$ cat src/rtl/seven_seg_readback.sv
// Receive side of a multiplexed four-digit seven-segment display.
// Samples anode/segment pins, waits for each digit dwell to settle, decodes
// glyphs back to BCD and reassembles MM:SS frames with error and stale flags.
module seven_seg_readback #(
    parameter int unsigned STABLE_CYCLES  = 4,
    parameter int unsigned TIMEOUT_CYCLES = 1048576,
    parameter int unsigned TOTAL_W        = 13
) (
    input  logic               clk,
    input  logic               reset,
    input  logic [3:0]         anode,
    input  logic [6:0]         segments,
    output logic [3:0]         min_tens,
    output logic [3:0]         min_units,
    output logic [3:0]         sec_tens,
    output logic [3:0]         sec_units,
    output logic [TOTAL_W-1:0] total_seconds,
    output logic               frame_valid,
    output logic               frame_ok,
    output logic               seg_error,
    output logic               anode_error,
    output logic               stale
);

    localparam int unsigned StabW = $clog2(STABLE_CYCLES + 1);
    localparam int unsigned ToW   = $clog2(TIMEOUT_CYCLES + 1);
    localparam logic [StabW-1:0] StabMax = StabW'(STABLE_CYCLES);
    localparam logic [ToW-1:0]   ToMax   = ToW'(TIMEOUT_CYCLES);

    typedef enum logic [0:0] {StCollect, StAssemble} state_e;

    // Active-low {g..a} glyph to BCD; all-off is blank (F), anything else E.
    function automatic logic [3:0] seg_decode(input logic [6:0] pat);
        logic [3:0] d;
        case (pat)
            7'h40:   d = 4'd0;
            7'h79:   d = 4'd1;
            7'h24:   d = 4'd2;
            7'h30:   d = 4'd3;
            7'h19:   d = 4'd4;
            7'h12:   d = 4'd5;
            7'h02:   d = 4'd6;
            7'h78:   d = 4'd7;
            7'h00:   d = 4'd8;
            7'h10:   d = 4'd9;
            7'h7F:   d = 4'hF;
            default: d = 4'hE;
        endcase
        return d;
    endfunction

    state_e               state_q, state_d;
    logic [10:0]          sample_q, sample_d;
    logic [StabW-1:0]     stab_q, stab_d;
    logic [ToW-1:0]       to_q, to_d;
    logic [3:0]           seen_q, seen_d;
    logic [3:0][3:0]      dig_q, dig_d;
    logic [3:0][3:0]      out_dig_q, out_dig_d;
    logic [TOTAL_W-1:0]   total_q, total_d;
    logic                 fv_q, fv_d;
    logic                 ok_q, ok_d;
    logic                 seg_err_q, seg_err_d;
    logic                 an_err_q, an_err_d;
    logic                 stale_q, stale_d;

    logic                 capture_evt, capture, multi_low, slot_hit, timeout_hit;
    logic [1:0]           slot_idx;
    logic [3:0]           digit, mt_eff;
    logic                 frame_ok_c;
    logic [TOTAL_W-1:0]   total_c;

    // Stability tracking, anode decode and capture qualification.
    always_comb begin
        sample_d    = {anode, segments};
        stab_d      = StabW'(1);
        if (sample_d == sample_q) begin
            stab_d = (stab_q == StabMax) ? stab_q : stab_q + 1'b1;
        end
        // Fires once per dwell: only on the transition into saturation.
        capture_evt = (stab_d == StabMax) && (stab_q != StabMax);
        slot_hit    = 1'b0;
        multi_low   = 1'b0;
        slot_idx    = 2'd0;
        case (sample_q[10:7])
            4'b1110: begin slot_hit = 1'b1; slot_idx = 2'd0; end
            4'b1101: begin slot_hit = 1'b1; slot_idx = 2'd1; end
            4'b1011: begin slot_hit = 1'b1; slot_idx = 2'd2; end
            4'b0111: begin slot_hit = 1'b1; slot_idx = 2'd3; end
            4'b1111: ;
            default: multi_low = 1'b1;
        endcase
        capture     = capture_evt && slot_hit;
        digit       = seg_decode(sample_q[6:0]);
        timeout_hit = !capture && (to_q == ToMax - 1'b1);
    end

    // Frame qualification and MM:SS to seconds; blank minutes-tens reads as 0.
    always_comb begin
        mt_eff     = (dig_q[3] == 4'hF) ? 4'd0 : dig_q[3];
        frame_ok_c = ((dig_q[3] <= 4'd9) || (dig_q[3] == 4'hF)) && (dig_q[2] <= 4'd9) &&
                     (dig_q[1] <= 4'd5) && (dig_q[0] <= 4'd9);
        total_c    = '0;
        if (frame_ok_c) begin
            total_c = TOTAL_W'((32'(mt_eff) * 10 + 32'(dig_q[2])) * 60 +
                               32'(dig_q[1]) * 10 + 32'(dig_q[0]));
        end
    end

    // Next-state for timeout, seen-mask, frame FSM and registered outputs.
    always_comb begin
        to_d      = to_q;
        if (capture) begin
            to_d = '0;
        end else if (to_q != ToMax) begin
            to_d = to_q + 1'b1;
        end
        dig_d     = dig_q;
        if (capture) begin
            dig_d[slot_idx] = digit;
        end
        state_d   = state_q;
        seen_d    = seen_q;
        out_dig_d = out_dig_q;
        total_d   = total_q;
        ok_d      = ok_q;
        fv_d      = 1'b0;
        seg_err_d = capture && (digit == 4'hE);
        an_err_d  = capture_evt && multi_low;
        stale_d   = stale_q || timeout_hit;
        case (state_q)
            StCollect: begin
                if (capture) begin
                    seen_d = seen_q | ~sample_q[10:7];
                end else if (timeout_hit) begin
                    seen_d = '0;
                end
                if (seen_d == 4'hF) begin
                    state_d = StAssemble;
                end
            end
            StAssemble: begin
                fv_d      = 1'b1;
                out_dig_d = dig_q;
                ok_d      = frame_ok_c;
                total_d   = total_c;
                stale_d   = 1'b0;
                seen_d    = capture ? ~sample_q[10:7] : 4'h0;
                state_d   = StCollect;
            end
            default: state_d = StCollect;
        endcase
    end

    // State and output registers with synchronous reset.
    always_ff @(posedge clk) begin
        if (reset) begin
            state_q   <= StCollect;
            sample_q  <= '0;
            stab_q    <= '0;
            to_q      <= '0;
            seen_q    <= '0;
            dig_q     <= {4{4'hF}};
            out_dig_q <= {4{4'hF}};
            total_q   <= '0;
            fv_q      <= 1'b0;
            ok_q      <= 1'b0;
            seg_err_q <= 1'b0;
            an_err_q  <= 1'b0;
            stale_q   <= 1'b0;
        end else begin
            state_q   <= state_d;
            sample_q  <= sample_d;
            stab_q    <= stab_d;
            to_q      <= to_d;
            seen_q    <= seen_d;
            dig_q     <= dig_d;
            out_dig_q <= out_dig_d;
            total_q   <= total_d;
            fv_q      <= fv_d;
            ok_q      <= ok_d;
            seg_err_q <= seg_err_d;
            an_err_q  <= an_err_d;
            stale_q   <= stale_d;
        end
    end

    assign min_tens      = out_dig_q[3];
    assign min_units     = out_dig_q[2];
    assign sec_tens      = out_dig_q[1];
    assign sec_units     = out_dig_q[0];
    assign total_seconds = total_q;
    assign frame_valid   = fv_q;
    assign frame_ok      = ok_q;
    assign seg_error     = seg_err_q;
    assign anode_error   = an_err_q;
    assign stale         = stale_q;

endmodule
$ cat config.mk
export PLATFORM = sky130hd
export DESIGN_NAME = seven_seg_readback
export DESIGN_NICKNAME = d
export VERILOG_FILES = /design/src/rtl/seven_seg_readback.sv
export SDC_FILE = /design/constraint.sdc
export NUM_CORES = 1
export LEC_CHECK = 0
export ABC_AREA = 1
export BUFFER_PORTS_ARGS = -buffer_cell sky130_fd_sc_hd__buf_2
export CAP_MARGIN = 25
export CORE_ASPECT_RATIO = 0.6
export CORE_MARGIN = 4
export CORE_UTILIZATION = 48
export DETAILED_ROUTE_END_ITERATION = 8
export PLACE_DENSITY = 0.71
export SYNTH_ARGS = -nofsm -noshare
export SYNTH_HDL_FRONTEND = slang
export SYNTH_SLANG_ARGS = --single-unit
$ cat constraint.sdc
create_clock -name clk -period 4.5 [get_ports clk]
set_input_delay 0.45 -clock clk [delete_from_list [all_inputs] [get_ports clk]]
set_output_delay 0.45 -clock clk [all_outputs]
set_load 0.02 [all_outputs]
# Word level (Yosys, flattened, before mapping)
# Cells that the tools add are included.
# W data, S select, Z words.
# word_totals
register_bits	90
in_bits	13
output_inout_bits	34
# classes
addsub	5
multipliers	3
n_lt_le_gt_ge	6
eq_ne	24
mux	19
n_bitwise	3
reduce_logical	17
# op_table
operator	count
$pmux W4 S11	1
$eq A4 B4 Y1 const B	7
$eq A7 B7 Y1 const B	4
$mux W4	6
$add A21 B1 Y21 const B	1
$eq A21 B20 Y1 const B	1
$eq A7 B5 Y1 const B	3
$ne A21 B21 Y1 const B	1
$bwmux W16	1
$eq A7 B6 Y1 const B	2
$mul A4 B3 Y7 const B	2
$add A13 B4 Y13	1
$add A13 B8 Y13	1
$mux W13	1
$le A4 B4 Y1 const B	3
$eq A11 B11 Y1	1
$mul A9 B4 Y11 const B	1
$add A8 B4 Y9	1
$logic_and A1 B1 Y1	9
$demux W4 S2	1
$pmux W4 S2	1
$eq A7 B2 Y1 const B	1
$logic_not A7 Y1	1
$eq A3 B3 Y1 const B	2
18 further kinds	24

# Longest topological paths before layout
# logic_depth
word_depth	14
depth_mapped	32
mapped_depth_nobuf	32

# Worst setup path before layout
# OpenSTA, ideal clock, no wires.
# synth_path
kind	register to register
from	register dig_q[15] in the netlist's numbering
to	register total_q[12] (netlist: total_seconds[12])
t_arrival_ns	4.780
required_ns	4.387
setup_slack_ns	-0.393
stages_incl_launch_ff	29
synth_period_minus_slack_ns	4.893
path_cell_list	dfxtp_1 -> nand2_1 -> inv_1 -> nand2_1 -> inv_1 -> nor3_1 -> nor2_1 -> ha_1 -> xor2_1 -> inv_1 -> fa_1 -> fa_1 -> inv_1 -> ha_1 -> nand2_1 -> nand3_1 -> xnor2_1 -> inv_1 -> ha_1 -> ha_1 -> nand4_1 -> o211ai_1 -> nand2_1 -> nand2_1 -> nand3_1 -> nor2_1 -> nand3_1 -> nand3_1 -> nand2_1
# synth_via
elab_chain_len	8
# synth_rtl
element	line_no	text
start: declaration	57	logic [3:0][3:0] dig_q, dig_d;
start signal: assignment	162	dig_q <= {4{4'hF}};
start signal: assignment	176	dig_q <= dig_d;
$eq A4 B4 Y1	99, 100	
$mux W4	99	mt_eff = (dig_q[3] == 4'hF) ? 4'd0 : dig_q[3];
$mul A4 B3 Y7	104	total_c = TOTAL_W'((32'(mt_eff) * 10 + 32'(dig_q[2])) * 60 +
$add A8 B4 Y9	104	
$mul A9 B4 Y11	104	
$add A13 B8 Y13	104	
$add A13 B4 Y13	105	32'(dig_q[1]) * 10 + 32'(dig_q[0]));
$mux W13 *	103	if (frame_ok_c) begin
end signal: assignment	178	total_q <= total_d;
end: declaration	59	logic [TOTAL_W-1:0] total_q, total_d;
# Mark *: on every way between the ends. The rest lies on a longest branch, timed or not.
# A chain may end at the register's enable or synchronous reset.

# Final worst setup path
# layout_path
from	register dig_q[12] in the netlist's numbering
to	register total_q[12] (netlist: total_seconds[12])
# Same word-level chain as after synthesis.

==> load_flow_metrics.sql <==
INSERT INTO impl_metrics (metric_group, metric, value, unit) VALUES
('cts', 'cts_buffer_depth', '2', ''),
('synth', 'syn_area', '5524', 'um2'),
('final_layout', 'finish.cell_count_without_fillers', '1012', ''),
('place', 'numPlacedInstances', '978', ''),
('final_layout', 'layout-drive-gt1-share', '24.31', '%'),
('cts', 'clock_tree.root_cell', 'clkbuf_16', ''),
('synth', 'synth_nets', '818', ''),
('critical_path', 'setup.worst_path.class', 'reg2reg', ''),
('cts', 'clock_insertion_delay_worst_skew', '0.34', 'ns'),
('detailed_routing', 'routed_via_density', '5.164', ''),
('sta', 'worst_pin_slew', '0.7315', 'ns'),
('detailed_routing', 'detail_route.drc_violations', '0', ''),
('critical_path', 'cp_data_arrival_time', '4.92', 'ns'),
('floorplan', 'design.portCount', '47', ''),
('cts', 'clock_input_transition_at_the_sequential_cells_of_the_worst_setup_and_hold_paths', '0.07', 'ns'),
('cts', 'cts-htree-levels', '3', ''),
('global_route', 'track_usage', '20.09', '%'),
('detailed_routing', 'drt-pass1-iter-count', '5', ''),
('pwr', 'power', '1.714', 'mW'),
('floorplan', 'dieArea', '13350', 'um2'),
('sta', 'fin_worst_hold_slack', '0.3311', 'ns'),
('sta', 'final_critical_path_setup_slack', '-0.1875', 'ns'),
('hold_path', 'hold_path.class', 'in2reg', ''),
('place', 'port_buffers', '46', ''),
('sta', 'final.min_clock_period', '4.687', 'ns'),
('place', 'instance_area_after_placement', '6337', 'um2'),
('floorplan', 'die_y', '91.10', 'um'),
('detailed_routing', 'first_iter_violations', '348', ''),
('flow_run', 'timing.max_cap.violations', '0', ''),
('run_status', 'status', 'complete, but fails checks', ''),
('cts', 'cts_inserted_buffers', '9', ''),
('synth', 'synthesis.area_per_instance', '7.356', 'um2'),
('synth', 'synth_ff_type', 'dfxtp_1', ''),
('sta', 'fmaxAchievable', '213.3', 'MHz'),
('sta', 'drv_slew', '0', ''),
('critical_path', 'reg2regPathDepth', '29', ''),
('global_route', 'pin_count_of_the_biggest_net_entering_global_routing', '23', ''),
('final_layout', 'syn_to_final_growth', '26.25', '%'),
('detailed_routing', 'route.vias.total', '5226', ''),
('final_layout', 'layout.cell_area.non_filler', '6974', 'um2'),
('sta', 'relative_slew_margins', '51.11', '%'),
('floorplan', 'initial_utilization', '49.06', '%'),
('floorplan', 'floorplan.die.width', '146.5', 'um'),
('global_route', 'grt_first_pass_wirelength', '22.74', 'mm'),
('critical_path', 'worst_setup_path_start_kind', 'flip-flop', ''),
('synth', 'synth_enable_flop_cells', '0', ''),
('final_layout', 'layout_commonest_cell', 'nand2_1', ''),
('critical_path', 'cp_data_required_time', '4.73', 'ns'),
('critical_path', 'critical_path.endpoint_type', 'flip-flop', ''),
('floorplan', 'design.core.area', '11260', 'um2'),
('detailed_routing', 'wire_per_inst', '13.10', 'um'),
('hold_path', 'worstHoldPathCells', '3', ''),
('detailed_routing', 'wl', '13.26', 'mm'),
('sta', 'final_hold_violation_count', '0', ''),
('sta', 'post-route-period-util', '104.2', '%'),
('global_route', 'grt_antenna_before_repair', '0', ''),
('final_layout', 'n_antenna_cell', '0', ''),
('synth', 'yosys_warnings', '0', ''),
('sta', 'clock-skew-final', '0.007300', 'ns'),
('cts', 'cts_hold_repair.buffers', '0', ''),
('cts', 'cts_sinks', '90', ''),
('critical_path', 'path_common_cell', 'nand2_1', ''),
('synth', 'seq_area_frac_synth', '32.62', '%'),
('final_layout', 'mostFrequentLayoutCells', 'nand2_1 (128), inv_1 (119), dfxtp_1 (86)', ''),
('cts', 'tritoncts', 'yes', ''),
('final_layout', 'nets', '931', ''),
('synth', 'async_reset_ff_share', '0', '%'),
('pwr', 'power_density', '245.8', 'nW/um2'),
('critical_path', 'critical-path-max-stage-delay', '0.51', 'ns'),
('pwr', 'leakagePower', '3.348', 'nW'),
('synth', 'synth_cell_type_count', '41', ''),
('critical_path', 'worst-path-max-fanout', '4', ''),
('sta', 'finalSetupViolCount', '5', ''),
('synth', 'ys_ff_latch', '90', ''),
('sta', 'grt_setup_unrepaired', 'yes', ''),
('place', 'detailedPlacementHpwl', '10.11', 'mm'),
('pwr', 'ir_worst_vdd', '0.0001877', 'V'),
('global_route', 'grt_pass1_vias', '5064', ''),
('place', 'gp_congestion', '0.8809', ''),
('run_status', 'failing_checks', 'setup timing', ''),
('floorplan', 'core.rowCount', '30', ''),
('critical_path', 'critical-path-slowest-cell', 'fa_1', ''),
('synth', 'netlist_instances', '751', ''),
('global_route', 'globalRouteOverflowTotal', '0', ''),
('detailed_routing', 'drtAntennaViolNets', '0', '');
[worst max-delay path: cells and delay by family, from the launching register on]
kind / cells / cell delay (ns)
xor gates and xnor gates: 2 / 0.31
adders and majority gates: 6 / 1.98
and+or+nand+nor: 13 / 1.19
buffers and inverters: 7 / 0.53
AOI/OAI and AO/OA: 1 / 0.24
DFF: 1 / 0.32
[synthesized netlist by cell type (2+ instances only)]
| library cell | n | area [um2] |
|---|---|---|
| nor2_2 | 3 | 18.77 |
| o211ai_1 | 15 | 112.6 |
| o31ai_1 | 4 | 30.03 |
| a31o_2 | 2 | 17.52 |
| nor3_1 | 20 | 100.1 |
| nand2_1 | 137 | 514.2 |
| o21ai_0 | 26 | 130.1 |
| clkbuf_1 | 5 | 18.77 |
| inv_2 | 6 | 22.52 |
| nand3_1 | 35 | 175.2 |
| a21oi_1 | 54 | 270.3 |
| nor2_4 | 4 | 45.04 |
| nor2_1 | 80 | 300.3 |
| buf_2 | 2 | 10.01 |
| dfxtp_1 | 90 | 1802 |
| inv_1 | 126 | 473.0 |
| nand4_1 | 19 | 118.9 |
| nand3_2 | 2 | 20.02 |
| xnor2_1 | 10 | 87.58 |
| or2_2 | 8 | 50.05 |
| ha_1 | 37 | 462.9 |
| nor3_2 | 2 | 20.02 |
| a22o_1 | 3 | 26.28 |
| nand3b_1 | 2 | 15.01 |
| xor2_1 | 14 | 122.6 |
| nor3_4 | 2 | 32.53 |
| nand2_2 | 4 | 25.02 |
| buf_1 | 2 | 7.510 |
| o21bai_1 | 2 | 15.01 |
| nor4_1 | 8 | 50.05 |
| fa_1 | 17 | 340.3 |
[routing by layer]
layer,wire (um),global-route usage (%),part of all wire [%],up-vias
met5,0,0,0,-
met4,159,5.477,1.2,0
met3,736,4.090,5.6,18
met2,6208,34.17,47,134
met1,6156,26.06,46,2416
li1,-,-,-,2658
[area by class of cell]
type / count / area [um2]
Clock inverter: 6 / 97.59
Inverter: 133 / 501.7
Sequential cell: 90 / 1807
Timing Repair Buffer: 112 / 733.2
Fill cell: 996 / 4287
Tap cell: 144 / 180.2
Clock buffer: 9 / 225.2
Multi-Input combinational cell: 518 / 3430
[report_power, final]
part | switching (mW) | internal (mW) | total [mW]
Clock | 0.332 | 0.493 | 0.824
Sequential | 0.0122 | 0.804 | 0.816
Combinational | 0.0500 | 0.0236 | 0.0737
[state kept, by name, indices dropped and copies added, names as in the netlist]
register	flops
to_q	21
dig_q	16
total_seconds	13
sample_q	11
min_tens	4
min_units	4
sec_tens	4
sec_units	4
seen_q	4
stab_q	3
anode_error	1
frame_ok	1
frame_valid	1
seg_error	1
stale	1
state_q	1
[what timing repair did]
| action | 4_1_cts | 5_1_grt |
|---|---|---|
| buffers inserted | 17 | 3 |
| resized for setup | 26 | 22 |
| pin swaps | 32 | 26 |
| endpoints found under the setup margin | 5 | 7 |
| endpoints found under the hold margin | 0 | 0 |
[cells by family (layout without fill, tap and decap cells)]
kind of cell | Yosys count | in the layout | synth area share, %
buf+inv | 143 | 260 | 9.898
xor+xnor | 24 | 24 | 3.805
flops | 90 | 90 | 32.62
compound gates | 109 | 109 | 11.33
fa+ha+maj | 54 | 54 | 14.54
simple gates | 331 | 331 | 27.81
[per-stage QoR]
stage	setup TNS [ns]	utilization (%)	setup slack (ns)
2_1_floorplan	0	-	0.006043
3_3_place_gp	-0.2558	56.28	-0.1093
3_5_place_dp	-1.143	56.28	-0.4077
4_1_cts	-0.5554	60.86	-0.2171
5_1_grt	-2.103	61.93	-0.4955
6_report	-0.4913	61.93	-0.1875
[path summary, 6_finish.rpt]
path	from	end	slack, ns
worst max-delay path	dig_q[12]$_SDFFE_PP1P_	total_seconds[12]$_SDFFE_PP0P_	-0.19
worst min register to register	frame_ok$_SDFFE_PP0P_	frame_ok$_SDFFE_PP0P_	0.45
worst max register to register	dig_q[12]$_SDFFE_PP1P_	total_seconds[12]$_SDFFE_PP0P_	-0.19
worst min-delay path	segments[2]	sample_q[2]$_SDFF_PP0_	0.33
(Power assumes the default switching activity.)
